**config.mk**
```make
export PLATFORM = sky130hd
export DESIGN_NAME = fft_input_buffer_flat
export DESIGN_NICKNAME = d
export VERILOG_FILES = /design/src/rtl/fft_pkg.sv /design/src/rtl/fft_input_buffer_if.sv /design/src/rtl/fft_frame_bank.sv /design/src/rtl/fft_input_buffer.sv /design/src/flat_wrapper.sv
export SDC_FILE = /design/constraint.sdc
export NUM_CORES = 1
export LEC_CHECK = 0
export CORE_MARGIN = 5
export CORE_UTILIZATION = 55
export CTS_CLUSTER_SIZE = 24
export DETAILED_ROUTE_END_ITERATION = 8
export PLACE_DENSITY = 0.8
export SETUP_SLACK_MARGIN = 0.15
export SLEW_MARGIN = 10
export SYNTH_ARGS = -nofsm -noshare
export SYNTH_HDL_FRONTEND = slang
export SYNTH_SLANG_ARGS = --single-unit
```
**constraint.sdc**
```tcl
create_clock -name clk_i -period 2.6 [get_ports clk_i]
set_input_delay 0.65 -clock clk_i [delete_from_list [all_inputs] [get_ports clk_i]]
set_output_delay 0.65 -clock clk_i [all_outputs]
set_load 0.1 [all_outputs]
```
**src/rtl/fft_pkg.sv**
```systemverilog
`default_nettype none
// +----------------------------------------------------------------------+
// | fft_pkg: shared widths, sample type and bank-state encoding for the  |
// | 8-point FFT input buffer.                                            |
// | Revision: 1.0                                                        |
// +----------------------------------------------------------------------+
package fft_pkg;

  localparam int DATA_W   = 25;
  localparam int N_POINTS = 8;
  localparam int CPLX_W   = 2 * DATA_W;

  typedef logic [CPLX_W-1:0] cplx_t;

  typedef enum logic [1:0] {
    EMPTY   = 2'd0,
    FILLING = 2'd1,
    FULL    = 2'd2
  } bank_state_t;

endpackage
`default_nettype wire

```
**src/rtl/fft_input_buffer_if.sv**
```systemverilog
`default_nettype none
// +----------------------------------------------------------------------+
// | fft_input_buffer_if: sample stream in, parallel frame out.           |
// | Revision: 1.0                                                        |
// +----------------------------------------------------------------------+
interface fft_input_buffer_if #(
  parameter int DATA_W   = fft_pkg::DATA_W,
  parameter int N_POINTS = fft_pkg::N_POINTS
);

  logic [2*DATA_W-1:0]                 in_data_i;
  logic                                in_valid_i;
  logic                                in_sop_i;
  logic                                in_ready_o;
  logic [N_POINTS-1:0][2*DATA_W-1:0]   frame_o;
  logic                                frame_valid_o;
  logic                                frame_ready_i;
  logic                                sop_err_o;
  logic [7:0]                          drop_cnt_o;

  modport master (
    output in_data_i, in_valid_i, in_sop_i, frame_ready_i,
    input  in_ready_o, frame_o, frame_valid_o, sop_err_o, drop_cnt_o
  );

  modport slave (
    input  in_data_i, in_valid_i, in_sop_i, frame_ready_i,
    output in_ready_o, frame_o, frame_valid_o, sop_err_o, drop_cnt_o
  );

endinterface
`default_nettype wire

```
**src/rtl/fft_frame_bank.sv**
```systemverilog
`default_nettype none
// +----------------------------------------------------------------------+
// | fft_frame_bank: one frame of sample registers, indexed write port    |
// | and full-width parallel read port.                                   |
// | Revision: 1.0                                                        |
// +----------------------------------------------------------------------+
module fft_frame_bank import fft_pkg::*; #(
  parameter int ENTRIES = N_POINTS,
  parameter int WIDTH   = CPLX_W
) (
  input  wire                              clk_i,
  input  wire                              rst_i,
  input  wire                              i_we,
  input  wire [$clog2(ENTRIES)-1:0]        i_idx,
  input  wire [WIDTH-1:0]                  i_data,
  output logic [ENTRIES-1:0][WIDTH-1:0]    o_frame
);

  logic [ENTRIES-1:0][WIDTH-1:0] r_mem;

  always_ff @(posedge clk_i or negedge rst_i) begin
    if (!rst_i) begin
      r_mem <= '0;
    end else if (i_we) begin
      r_mem[i_idx] <= i_data;
    end
  end

  assign o_frame = r_mem;

endmodule
`default_nettype wire

```
**src/rtl/fft_input_buffer.sv**
```systemverilog
`default_nettype none
// +----------------------------------------------------------------------+
// | fft_input_buffer: serial-to-parallel ping-pong frame assembler for   |
// | the 8-point FFT, with SOP resynchronisation and drop counting.       |
// | Revision: 1.0                                                        |
// +----------------------------------------------------------------------+
module fft_input_buffer import fft_pkg::*; #(
  parameter int DATA_W   = fft_pkg::DATA_W,
  parameter int N_POINTS = fft_pkg::N_POINTS
) (
  input  wire               clk_i,
  input  wire               rst_i,
  fft_input_buffer_if.slave bus
);

  localparam int c_IDX_W  = $clog2(N_POINTS);
  localparam int c_CPLX_W = 2 * DATA_W;

  if (N_POINTS != 8) begin : g_bad_n_points
    $error("fft_input_buffer: N_POINTS must be 8");
  end

  bank_state_t                          r_state [2];
  logic                                 r_wr_bank;
  logic                                 r_rd_bank;
  logic [c_IDX_W-1:0]                   r_wr_idx;
  logic                                 r_sop_err;
  logic [7:0]                           r_drop_cnt;

  logic [N_POINTS-1:0][c_CPLX_W-1:0]    w_frame [2];
  logic                                 w_ready;
  logic                                 w_fvalid;
  logic                                 w_acc;
  logic                                 w_rel;
  logic                                 w_sop_err;
  logic                                 w_last;
  logic [c_IDX_W-1:0]                   w_wr_idx;

  // Ready is gated by reset so it reads 0 for the whole time rst_i is low.
  assign w_ready   = rst_i && (r_state[r_wr_bank] != FULL);
  assign w_fvalid  = (r_state[r_rd_bank] == FULL);
  assign w_acc     = bus.in_valid_i && w_ready;
  assign w_rel     = w_fvalid && bus.frame_ready_i;
  assign w_sop_err = w_acc && bus.in_sop_i && (r_wr_idx != '0);
  assign w_wr_idx  = w_sop_err ? '0 : r_wr_idx;
  assign w_last    = w_acc && (w_wr_idx == c_IDX_W'(N_POINTS - 1));

  for (genvar b = 0; b < 2; b++) begin : g_bank
    fft_frame_bank #(
      .ENTRIES (N_POINTS),
      .WIDTH   (c_CPLX_W)
    ) u_bank (
      .clk_i   (clk_i),
      .rst_i   (rst_i),
      .i_we    (w_acc && (r_wr_bank == 1'(b))),
      .i_idx   (w_wr_idx),
      .i_data  (bus.in_data_i),
      .o_frame (w_frame[b])
    );
  end

  // Release and fill always target different banks: the write bank is
  // never FULL when accepting, the read bank is FULL when releasing.
  always_ff @(posedge clk_i or negedge rst_i) begin
    if (!rst_i) begin
      r_state[0] <= EMPTY;
      r_state[1] <= EMPTY;
      r_wr_bank  <= 1'b0;
      r_rd_bank  <= 1'b0;
      r_wr_idx   <= '0;
      r_sop_err  <= 1'b0;
      r_drop_cnt <= 8'd0;
    end else begin
      if (w_rel) begin
        r_state[r_rd_bank] <= EMPTY;
        r_rd_bank          <= ~r_rd_bank;
      end
      if (w_acc) begin
        r_state[r_wr_bank] <= w_last ? FULL : FILLING;
        r_wr_idx           <= w_last ? '0 : w_wr_idx + c_IDX_W'(1);
        if (w_last) begin
          r_wr_bank <= ~r_wr_bank;
        end
      end
      r_sop_err <= w_sop_err;
      if (w_sop_err && (r_drop_cnt != 8'hFF)) begin
        r_drop_cnt <= r_drop_cnt + 8'd1;
      end
    end
  end

  assign bus.in_ready_o    = w_ready;
  assign bus.frame_valid_o = w_fvalid;
  assign bus.frame_o       = w_frame[r_rd_bank];
  assign bus.sop_err_o     = r_sop_err;
  assign bus.drop_cnt_o    = r_drop_cnt;

endmodule
`default_nettype wire

```
**src/flat_wrapper.sv**
```systemverilog
// flat-port wrapper written by rule: the top's interface ports become plain ports
module fft_input_buffer_flat import fft_pkg::*;
#(
  parameter int DATA_W   = fft_pkg::DATA_W,
  parameter int N_POINTS = fft_pkg::N_POINTS
)
  (clk_i, rst_i, bus_in_data_i, bus_in_valid_i, bus_in_sop_i, bus_frame_ready_i, bus_in_ready_o, bus_frame_o, bus_frame_valid_o, bus_sop_err_o, bus_drop_cnt_o);
  fft_input_buffer_if #(.DATA_W(DATA_W), .N_POINTS(N_POINTS)) bus_i ();
  input  wire clk_i;
  input  wire rst_i;
  input wire logic [$bits(bus_i.in_data_i)-1:0] bus_in_data_i;
  input wire logic [$bits(bus_i.in_valid_i)-1:0] bus_in_valid_i;
  input wire logic [$bits(bus_i.in_sop_i)-1:0] bus_in_sop_i;
  input wire logic [$bits(bus_i.frame_ready_i)-1:0] bus_frame_ready_i;
  output wire logic [$bits(bus_i.in_ready_o)-1:0] bus_in_ready_o;
  output wire logic [$bits(bus_i.frame_o)-1:0] bus_frame_o;
  output wire logic [$bits(bus_i.frame_valid_o)-1:0] bus_frame_valid_o;
  output wire logic [$bits(bus_i.sop_err_o)-1:0] bus_sop_err_o;
  output wire logic [$bits(bus_i.drop_cnt_o)-1:0] bus_drop_cnt_o;
  assign bus_i.in_data_i = bus_in_data_i;
  assign bus_i.in_valid_i = bus_in_valid_i;
  assign bus_i.in_sop_i = bus_in_sop_i;
  assign bus_i.frame_ready_i = bus_frame_ready_i;
  assign bus_in_ready_o = bus_i.in_ready_o;
  assign bus_frame_o = bus_i.frame_o;
  assign bus_frame_valid_o = bus_i.frame_valid_o;
  assign bus_sop_err_o = bus_i.sop_err_o;
  assign bus_drop_cnt_o = bus_i.drop_cnt_o;
  fft_input_buffer #(.DATA_W(DATA_W), .N_POINTS(N_POINTS)) u_core (.clk_i(clk_i), .rst_i(rst_i), .bus(bus_i));
endmodule
```
==> results.tsv <==
metric	value	unit
grt_pass1_vias	24000	
path_clk_slew	0.06	ns
crit_path_class	reg -> out	
ys_seq_area_frac	0.579	
synthesized_area_fraction_occupied_by_ao_oa_aoi_and_oai_cells	0.00205	
die_width	264	um
globalRoute.totalOverflow	0	
wirelength	98300	um
post_synth_num_cell_types	32	
num_rows	93	
tritoncts	yes	
setup_total_negative_slack	-64.44	ns
cts-root-buf	clkbuf_16	
crit_fanout	26	
cp_data_required_time	1.95	ns
async_flop_share	1.00	
post_synth_edffs	0	
die_area	69400	um2
die_h	264	um
timing.final.setup_violations	396	
synth_mux_area_frac	0.383	
dp_hpwl	64100	um
final.hold.worst_slack	0.183	ns
grt_first_pass_wirelength	150000	um
worstPathArrival	2.18	ns
number_of_antenna_violating_nets_in_the_routed_design	0	
drive_above_1_share	0.601	
design.portCount	466	
timing.critical_path.to_type	output port	
timing.critical_path.from_type	flip-flop	
gpl.final_weighted_congestion	0.800	
io_buffer_count	465	
reg2reg_setup_slack	0.16	ns
synth-xor-area-share	0.00149	
syn_inst	2291	
layout_commonest_cell	mux2_2	
drc_errors	0	
clk_sink_count	818	
place_area	45700	um2
finalClockSkew	0.0201	ns
post_synth.cell_area_avg	15.4	um2
finish.utilization	0.767	
achievable-frequency	353	MHz
synth.ff_latch_count	818	
cts-buffers-inserted	84	
hold_fails_final_rpt	0	
maxSlewViolCount	0	
routedWlPerCell	26.6	um
layout.cells.most_common_list	mux2_2, dfrtp_1, buf_12, mux2_1, clkbuf_16	
clock_tree.buffer_depth	3	
main_combinational_cell_family_by_area_after_synthesis	multiplexers	
syn_std_cell_area	35400	um2
h-tree-depth	3	
failed_checks	negative setup slack	
pin_count_of_the_biggest_net_entering_global_routing	197	
syn_to_final_growth	39.2	%
rr_endpoint	u_core.g_bank[0].u_bank.o_frame[325]	
status	finished, violations left	
grtUsageTotal	0.275	
core-area	64100	um2
final_design_area_no_fill	49200	um2
finalCritPeriodShare	1.09	
finalNetCount	2827	
worst_slack	-0.230	ns
post_drt_via_cell_ratio	5.79	
antenna_found_initial	3	
synth_fp_nets	2349	
nFillCells	3443	
worst_skew_pair.late_latency	0.64	ns
yosys.area_share.simple	0.0111	
reg_to_reg_startpoint	u_core.r_state[3]	
yosys_warnings	0	
max_cap_viol_count	0	
detailedRoute.firstPassIterationCount	7	
initial_standard_cell_utilization_of_the_core	0.551	
worst_slew_margin_rel	0.244	
routed-via-count	21400	
rsz0062_at_grt	yes	
finalCriticalPeriod	2.83	ns
timing.hold.worst.class	in -> async	
dr.first_iter.drc_count	1162	
synthAdderAreaFrac	0.00106	
synth_flop_cell	dfrtp_1	
worstMarginPinSlew	1.13	ns
reg2regPathDepth	7	
[critical path, stage by stage (launching register included)]
cell and delay (ns):
dfrtp_4 0.47, buf_12 0.22, buf_16 0.26, mux2_2 0.39, buf_12 0.17
[stage by stage]
step / setup slack (ns) / instances
4_1_cts: -0.293 / 3676
5_1_grt: -0.276 / 3688
6_report: -0.230 / 3689
2_1_floorplan: 0.148 / 2291
3_5_place_dp: -0.425 / 3515
3_3_place_gp: -0.442 / 3515
[state kept, by name, summed over array words and instances, names as in the netlist]
name	count
u_core.g_bank.u_bank.o_frame	800
u_core.bus.drop_cnt_o	8
u_core.r_state	4
u_core.r_wr_idx	3
u_core.bus.sop_err_o	1
u_core.r_rd_bank	1
u_core.r_wr_bank	1
[worst max path at each step]
stage                startpoint                                    to  slack, ns  cells past startpoint
2_1_floorplan  u_core.r_rd_bank                       bus_frame_o[23]       0.15                      4
3_3_place_gp     bus_in_valid_i  u_core.g_bank[0].u_bank.o_frame[327]      -0.44                      8
3_5_place_dp     bus_in_valid_i  u_core.g_bank[0].u_bank.o_frame[147]      -0.42                      7
4_1_cts        u_core.r_rd_bank                      bus_frame_o[294]      -0.29                      4
5_1_grt        u_core.r_rd_bank                      bus_frame_o[276]      -0.28                      5
6_report       u_core.r_rd_bank                      bus_frame_o[340]      -0.23                      4
[cell type report]
cell class	instances	area, um2	area share
tap	855	1070	0.0217
multi-input combinational	1290	14500	0.295
clock inverter	25	231	0.00471
antenna	3	7.51	0.000153
clock buffer	123	2480	0.0504
sequential	818	20500	0.416
timing repair buffer	572	10400	0.211
inverter	3	11.3	0.000229
[repair_timing]
action | CTS | global route
endpoints found under the hold margin | 17 | 0
hold buffers | 1 | 0
resized for setup | 26 | 78
gates cloned | 5 | 5
setup buffers | 7 | 5
setup endpoints to repair | 402 | 402
[cells by family (layout without fill, tap and decap cells)]
family | Yosys count | count (layout)
compound gates | 13 | 13
xor+xnor | 6 | 6
fa+ha+maj | 3 | 3
buf+inv | 183 | 723
flops | 818 | 818
mux | 1203 | 1203
other cells | 0 | 3
simple gates | 65 | 65
[Yosys cell counts (all sizes together) (3+ instances only)]
cell type,instances,area (um2)
mux2,1203,13500
dfrtp,818,20500
clkbuf,108,405
buf,72,360
nand2,14,52.6
nor2,10,37.5
nand3,7,35.0
nor3,7,50.1
nor4,6,56.3
o21ai,6,30.0
xor2,6,52.6
a21oi,3,15.0
and2,3,18.8
ha,3,37.5
inv,3,11.3
nand2b,3,18.8
or3,3,18.8
[metal layers]
| metal | part of all wire | vias to the layer above | track usage |
|---|---|---|---|
| met5 | 0 | - | 0 |
| met4 | 0.029 | 0 | 0.0849 |
| met3 | 0.062 | 160 | 0.0762 |
| met2 | 0.51 | 555 | 0.466 |
| met1 | 0.40 | 11500 | 0.347 |
| li1 | - | 9178 | - |
Power is left out: the tool's default activity adds up to more than one toggle a clock period on the data nets, which glitch-free logic cannot reach.
